### config.mk
export PLATFORM = sky130hd
export DESIGN_NAME = positaccum_feed_es3
export DESIGN_NICKNAME = d
export VERILOG_FILES = /design/src/rtl/positaccum_feed_es3_pkg.sv /design/src/rtl/positaccum_feed_es3_fifo.sv /design/src/rtl/positaccum_feed_es3.sv
export SDC_FILE = /design/constraint.sdc
export NUM_CORES = 2
export LEC_CHECK = 0
export CORE_AREA = 2 2 421 423
export DETAILED_ROUTE_END_ITERATION = 7
export DIE_AREA = 0 0 423 425
export PLACE_DENSITY = 0.76
export SLEW_MARGIN = 25
export SYNTH_ARGS = -nofsm -noshare
export SYNTH_HDL_FRONTEND = slang
export SYNTH_SLANG_ARGS = --single-unit
### constraint.sdc
create_clock -name clk -period 46.7 [get_ports clk]
set_input_delay 9.34 -clock clk [delete_from_list [all_inputs] [get_ports clk]]
set_output_delay 9.34 -clock clk [all_outputs]
set_load 0.02 [all_outputs]
### src/rtl/positaccum_feed_es3_pkg.sv
// Shared widths, defaults and FSM encoding for the es3 posit accumulator feeder.
// Serialized posit layout, MSB first: sgn, scale[8:0], fraction[251:0], inf, zero.
package posit_defines_es3;

   localparam int POSIT_SERIALIZED_WIDTH_ACCUM_ES3 = 264;
   localparam int POSIT_SCALE_WIDTH               = 9;
   localparam int ACC_LATENCY_DEFAULT             = 16;

   typedef enum logic [2:0] {
      ST_IDLE,
      ST_CLEAR,
      ST_ISSUE,
      ST_WAIT,
      ST_HOLD,
      ST_OUTPUT
   } feed_state_t;

   typedef struct packed {
      logic [POSIT_SERIALIZED_WIDTH_ACCUM_ES3-1:0] data;
      logic                                        last;
   } feed_entry_t;

endpackage

### src/rtl/positaccum_feed_es3_fifo.sv
// Generic synchronous FIFO, combinational head read, zero-latency pop.
// Callers gate push with !full and pop with !empty; illegal requests are dropped.
module posit_fifo_es3 #(
   parameter int WIDTH = 8,
   parameter int DEPTH = 8
) (
   input  logic             clk,
   input  logic             rst,
   input  logic             push,
   input  logic [WIDTH-1:0] push_data,
   input  logic             pop,
   output logic [WIDTH-1:0] pop_data,
   output logic             full,
   output logic             empty
);

   localparam int AW = (DEPTH > 1) ? $clog2(DEPTH) : 1;
   localparam logic [AW:0] FULL_CNT = (AW+1)'(DEPTH);

   logic [WIDTH-1:0] mem [DEPTH];
   logic [AW-1:0]    wr_ptr;
   logic [AW-1:0]    rd_ptr;
   logic [AW:0]      count;
   logic             do_push;
   logic             do_pop;

   assign full     = (count == FULL_CNT);
   assign empty    = (count == '0);
   assign do_push  = push && !full;
   assign do_pop   = pop && !empty;
   assign pop_data = mem[rd_ptr];

   // Pointers wrap naturally because DEPTH is a power of two.
   always_ff @(posedge clk) begin
      if (rst) begin
         wr_ptr <= '0;
         rd_ptr <= '0;
         count  <= '0;
      end else begin
         if (do_push) wr_ptr <= wr_ptr + 1'b1;
         if (do_pop)  rd_ptr <= rd_ptr + 1'b1;
         case ({do_push, do_pop})
            2'b10:   count <= count + 1'b1;
            2'b01:   count <= count - 1'b1;
            default: count <= count;
         endcase
      end
   end

   always_ff @(posedge clk) begin
      if (do_push) mem[wr_ptr] <= push_data;
   end

endmodule

### src/rtl/positaccum_feed_es3.sv
// Feeds buffered posit elements one at a time into a fixed-latency accumulator and emits each vector sum.
// Sum appears CLEAR + n*(ACC_LATENCY+1) + 1 cycles after start; upstream stalls via in_ready when the buffer is full.
module positaccum_feed_es3
   import posit_defines_es3::*;
#(
   parameter int FIFO_DEPTH  = 8,
   parameter int ACC_LATENCY = ACC_LATENCY_DEFAULT
) (
   input  logic                                        clk,
   input  logic                                        rst,
   input  logic                                        in_valid,
   output logic                                        in_ready,
   input  logic [POSIT_SERIALIZED_WIDTH_ACCUM_ES3-1:0] in_data,
   input  logic                                        in_last,
   output logic                                        acc_rst,
   output logic                                        acc_start,
   output logic [POSIT_SERIALIZED_WIDTH_ACCUM_ES3-1:0] acc_in1,
   input  logic [POSIT_SERIALIZED_WIDTH_ACCUM_ES3-1:0] acc_result,
   input  logic                                        acc_done,
   input  logic                                        acc_truncated,
   output logic                                        out_valid,
   output logic [POSIT_SERIALIZED_WIDTH_ACCUM_ES3-1:0] out_data,
   output logic                                        out_truncated,
   output logic                                        err_timeout
);

   localparam int CW = $clog2(ACC_LATENCY + 5);
   // Counter reads k in the k-th cycle after ISSUE; the flag is visible ACC_LATENCY+4 cycles after ISSUE.
   localparam logic [CW-1:0] TIMEOUT_CNT = CW'(ACC_LATENCY + 3);

   feed_state_t state, state_n;
   feed_entry_t push_entry;
   feed_entry_t head;
   logic        fifo_full;
   logic        fifo_empty;
   logic        fifo_push;
   logic        fifo_pop;

   logic [CW-1:0]                               wait_cnt;
   logic                                        cur_last;
   logic                                        trunc_sticky;
   logic [POSIT_SERIALIZED_WIDTH_ACCUM_ES3-1:0] result_q;
   logic                                        wait_done;
   logic                                        done_trunc;

   assign push_entry = '{data: in_data, last: in_last};
   assign in_ready   = !fifo_full;
   assign fifo_push  = in_valid && in_ready;

   posit_fifo_es3 #(
      .WIDTH ($bits(feed_entry_t)),
      .DEPTH (FIFO_DEPTH)
   ) u_fifo (
      .clk       (clk),
      .rst       (rst),
      .push      (fifo_push),
      .push_data (push_entry),
      .pop       (fifo_pop),
      .pop_data  (head),
      .full      (fifo_full),
      .empty     (fifo_empty)
   );

   // A missing acc_done is treated as a done that lost precision.
   assign wait_done  = (state == ST_WAIT) && (acc_done || (wait_cnt == TIMEOUT_CNT));
   assign done_trunc = acc_done ? acc_truncated : 1'b1;

   assign acc_rst       = rst || (state == ST_CLEAR);
   assign out_valid     = !rst && (state == ST_OUTPUT);
   assign out_data      = out_valid ? result_q : '0;
   assign out_truncated = out_valid && trunc_sticky;

   always_comb begin
      state_n   = state;
      fifo_pop  = 1'b0;
      acc_start = 1'b0;
      acc_in1   = '0;
      if (!rst) begin
         case (state)
            ST_IDLE:   if (!fifo_empty) state_n = ST_CLEAR;
            ST_CLEAR:  state_n = ST_ISSUE;
            ST_ISSUE: begin
               acc_start = 1'b1;
               acc_in1   = head.data;
               fifo_pop  = 1'b1;
               state_n   = ST_WAIT;
            end
            ST_WAIT: begin
               if (wait_done) begin
                  if (cur_last)         state_n = ST_OUTPUT;
                  else if (!fifo_empty) state_n = ST_ISSUE;
                  else                  state_n = ST_HOLD;
               end
            end
            ST_HOLD:   if (!fifo_empty) state_n = ST_ISSUE;
            ST_OUTPUT: state_n = ST_IDLE;
            default:   state_n = ST_IDLE;
         endcase
      end
   end

   always_ff @(posedge clk) begin
      if (rst) begin
         state        <= ST_IDLE;
         wait_cnt     <= '0;
         cur_last     <= 1'b0;
         trunc_sticky <= 1'b0;
         result_q     <= '0;
         err_timeout  <= 1'b0;
      end else begin
         state <= state_n;
         case (state)
            ST_CLEAR: trunc_sticky <= 1'b0;
            ST_ISSUE: begin
               cur_last <= head.last;
               wait_cnt <= CW'(1);
            end
            ST_WAIT: begin
               if (wait_done) begin
                  trunc_sticky <= trunc_sticky || done_trunc;
                  result_q     <= acc_result;
                  if (!acc_done) err_timeout <= 1'b1;
               end else begin
                  wait_cnt <= wait_cnt + 1'b1;
               end
            end
            default: ;
         endcase
      end
   end

endmodule

==> flow_metrics.env <==
export IMPL_status="completed"
export IMPL_dieHeight_um=425
export IMPL_cts_root_buf="clkbuf_16"
export IMPL_dp_hpwl_mm=148
export IMPL_numClockSinks=2408
export IMPL_r2r_cells=7
export IMPL_drive_gt1_share_pct=15.3
export IMPL_antenna_found_initial=72
export IMPL_cts_tree="built"
export IMPL_layout_common_cells="2,120 x edfxtp_1, 1,066 x clkdlybuf4s50_1, 535 x nand2_1"
export IMPL_path_clk_slew_ns=0.06
export IMPL_hold_violations=0
export IMPL_cts_hold_buf=0
export IMPL_worstHoldStart="result_q[107]"
export IMPL_rrSetupSlack_ns=42.51
export IMPL_die_w_um=423
export IMPL_cts_htree_levels=4
export IMPL_r2r_end="u_fifo.mem[7][109]"
export IMPL_relSlewSlack_pct=18.3
export IMPL_num_nets_final=6549
export IMPL_min_path_cells=2
export IMPL_drc=0
export IMPL_drt_iter0_drc=4283
export IMPL_grt_max_degree=205
export IMPL_io_pins=1068
export IMPL_leakage_nw=34.7
export IMPL_layout_commonest_cell="edfxtp_1"
export IMPL_port_buffers=1067
export IMPL_grt_overflow_total=0
export IMPL_rsz0062_at_grt="false"
export IMPL_finalPower_w=0.00457
export IMPL_clk_latency_ns=0.88
export IMPL_avgViaCountPerCell=5.79
export IMPL_detail_route_antenna_nets=0
export IMPL_cp_required_ns=37.36
export IMPL_synth_top_family_by_area="multiplexers"
export IMPL_start_kind="input port"
export IMPL_hold_end="result_q[107]"
export IMPL_synthXorXnorAreaFrac_pct=0.0667
export IMPL_synthAdderAreaFrac_pct=0.0816
export IMPL_fmax_ghz=0.0452
export IMPL_synth_edf_count=2120
export IMPL_dieArea_sq_um=180000
export IMPL_tritoncts_num_buffers=228
export IMPL_grt_total_usage_pct=26.4
export IMPL_final_cells=8582
export IMPL_path_cells="buf_8, or4b_4, buf_4, buf_6, nor2_1, clkdlybuf4s50_1"
export IMPL_synthSimpleGateAreaFrac_pct=5.41
export IMPL_synthMuxAreaShare_pct=15.9
export IMPL_post_route_min_period_ns=22.14
export IMPL_arrival_ns=12.80
export IMPL_finalMaxSlewViolations=0
export IMPL_postCtsSetupBuffers=0
export IMPL_setup_violations_final=0
export IMPL_yosysSeqAreaShare_pct=75.5
export IMPL_worstSetupEndpointType="output port"
export IMPL_hold_class="reg2reg"
export IMPL_worst_slew_pin_slew_ns=1.23
export IMPL_tns_ns=0
export IMPL_via_count=49700
export IMPL_worstSetupPathType="in2out"
export IMPL_ys_flop_type="edfxtp_1"
export IMPL_grt_pass1_vias=49700
export IMPL_synth_area_sq_um=92000
export IMPL_cpPeakStageDelay_ns=0.68
export IMPL_syn_area_per_cell_sq_um=18.6
export IMPL_cp_startpoint="rst"
export IMPL_synthCells=4942
export IMPL_critPathMaxFanout=109
export IMPL_r2r_start="u_fifo.count[2]"
export IMPL_initial_core_util_pct=52.4
export IMPL_synthToLayoutAreaGrowth_pct=22.8
export IMPL_yosysWarnings=0
export IMPL_dpl_instance_area_sq_um=105000
export IMPL_yosysUniqueCellTypes=42
export IMPL_wire_per_inst_um=28.4
export IMPL_dr_pass1_iters=5
export IMPL_clk_path_buf_depth=3
export IMPL_ys_async_sr_fraction_pct=0
export IMPL_syn_nets=5482
export IMPL_synth_compound_gate_area_share_pct=1.65
export IMPL_finalCritPeriodShare_pct=47.4
export IMPL_dp_cells=8114
export IMPL_ir_drop_v=0.0000492
export IMPL_fin_area_sq_um=113000
export IMPL_powerDensity_nw_per_um2=40.4
export IMPL_grt_pass1_wl_mm=344
export IMPL_cts_resized=0
export IMPL_skew_ns=0.0879
export IMPL_slowest_stage="buf_4"
export IMPL_routabilityCongestion=0.945
export IMPL_synth_ff_latch_count=2408
export IMPL_coreArea_sq_um=175000
export IMPL_wirelength_mm=244
export IMPL_fp_row_count=154
export IMPL_max_cap_violations=0
-- routing by layer --
metal	global-route usage, %	part of all wire (%)
met1	31.1	36
met2	44.6	51
met5	0	0.075
met4	16.6	6.7
met3	5.37	6.5
-- per-stage QoR --
step           hold WS, ns  util (%)  setup WS, ns
2_1_floorplan        0.432         -          8.72
5_1_grt              0.468      64.4         24.39
6_report             0.450      64.4         24.56
3_5_place_dp         0.444      59.9         24.31
3_3_place_gp         0.437      59.9         24.44
4_1_cts              0.452      64.3         24.29
-- state kept, by name (all words and copies together) (netlist names), named ones only --
signal,flops
cur_last,1
err_timeout,1
result_q,264
state,3
trunc_sticky,1
u_fifo.count,4
u_fifo.mem,2120
u_fifo.rd_ptr,3
u_fifo.wr_ptr,3
wait_cnt,5
-- final cells by class --
cell class | instances | area [sq um]
inverters | 6 | 22.5
clock inverters | 118 | 1330
diodes | 45 | 113
well taps | 2340 | 2930
repair buffers | 1139 | 11500
flip-flops and latches | 2408 | 69400
clock buffers | 300 | 6250
multi-input cells | 2226 | 21300
fillers | 11800 | 62400
-- synthesized netlist by cell type (10+ instances only) --
cell      number  area [sq um]
a21oi_1      273          1370
and2_1       264          1650
buf_1         30           113
buf_2        100           500
clkbuf_1     172           646
dfxtp_1      288          5770
edfxtp_1    2120         63700
mux2i_1      268          2680
mux4_2       530         11900
nand2_1      535          2010
nor2_1       285          1070
o21ai_0       10          50.1
-- worst max path at each step --
stage	end	cells past startpoint
2_1_floorplan	u_fifo.mem[1][0]	2
6_report	acc_in1[86]	6
4_1_cts	acc_in1[116]	6
5_1_grt	acc_in1[86]	6
3_3_place_gp	acc_in1[84]	6
3_5_place_dp	acc_in1[77]	6
-- critical path: cells and delay by family --
kind	cells	cell delay [ns]
buf+inv	4	2.33
simple gates	2	0.69
-- where the power goes --
group | internal, W | total, W | switching [W]
sequential | 0.00240 | 0.00242 | 0.0000196
clock | 0.00106 | 0.00185 | 0.000792
combinational | 0.000133 | 0.000296 | 0.000164
-- kinds of logic (layout without fill, tap and decap cells) --
family                   count (synthesis)  count (layout)
AO/OA/AOI/OAI                          295             295
XOR/XNOR                                 7               7
adder cells (fa/ha/maj)                  6               6
buffers and inverters                  308            1563
flip-flops                            2408            2408
multiplexers                           799             799
other                                    0              45
AND/OR/NAND/NOR                       1119            1119
No activity file was read; power rests on OpenSTA's default activity.
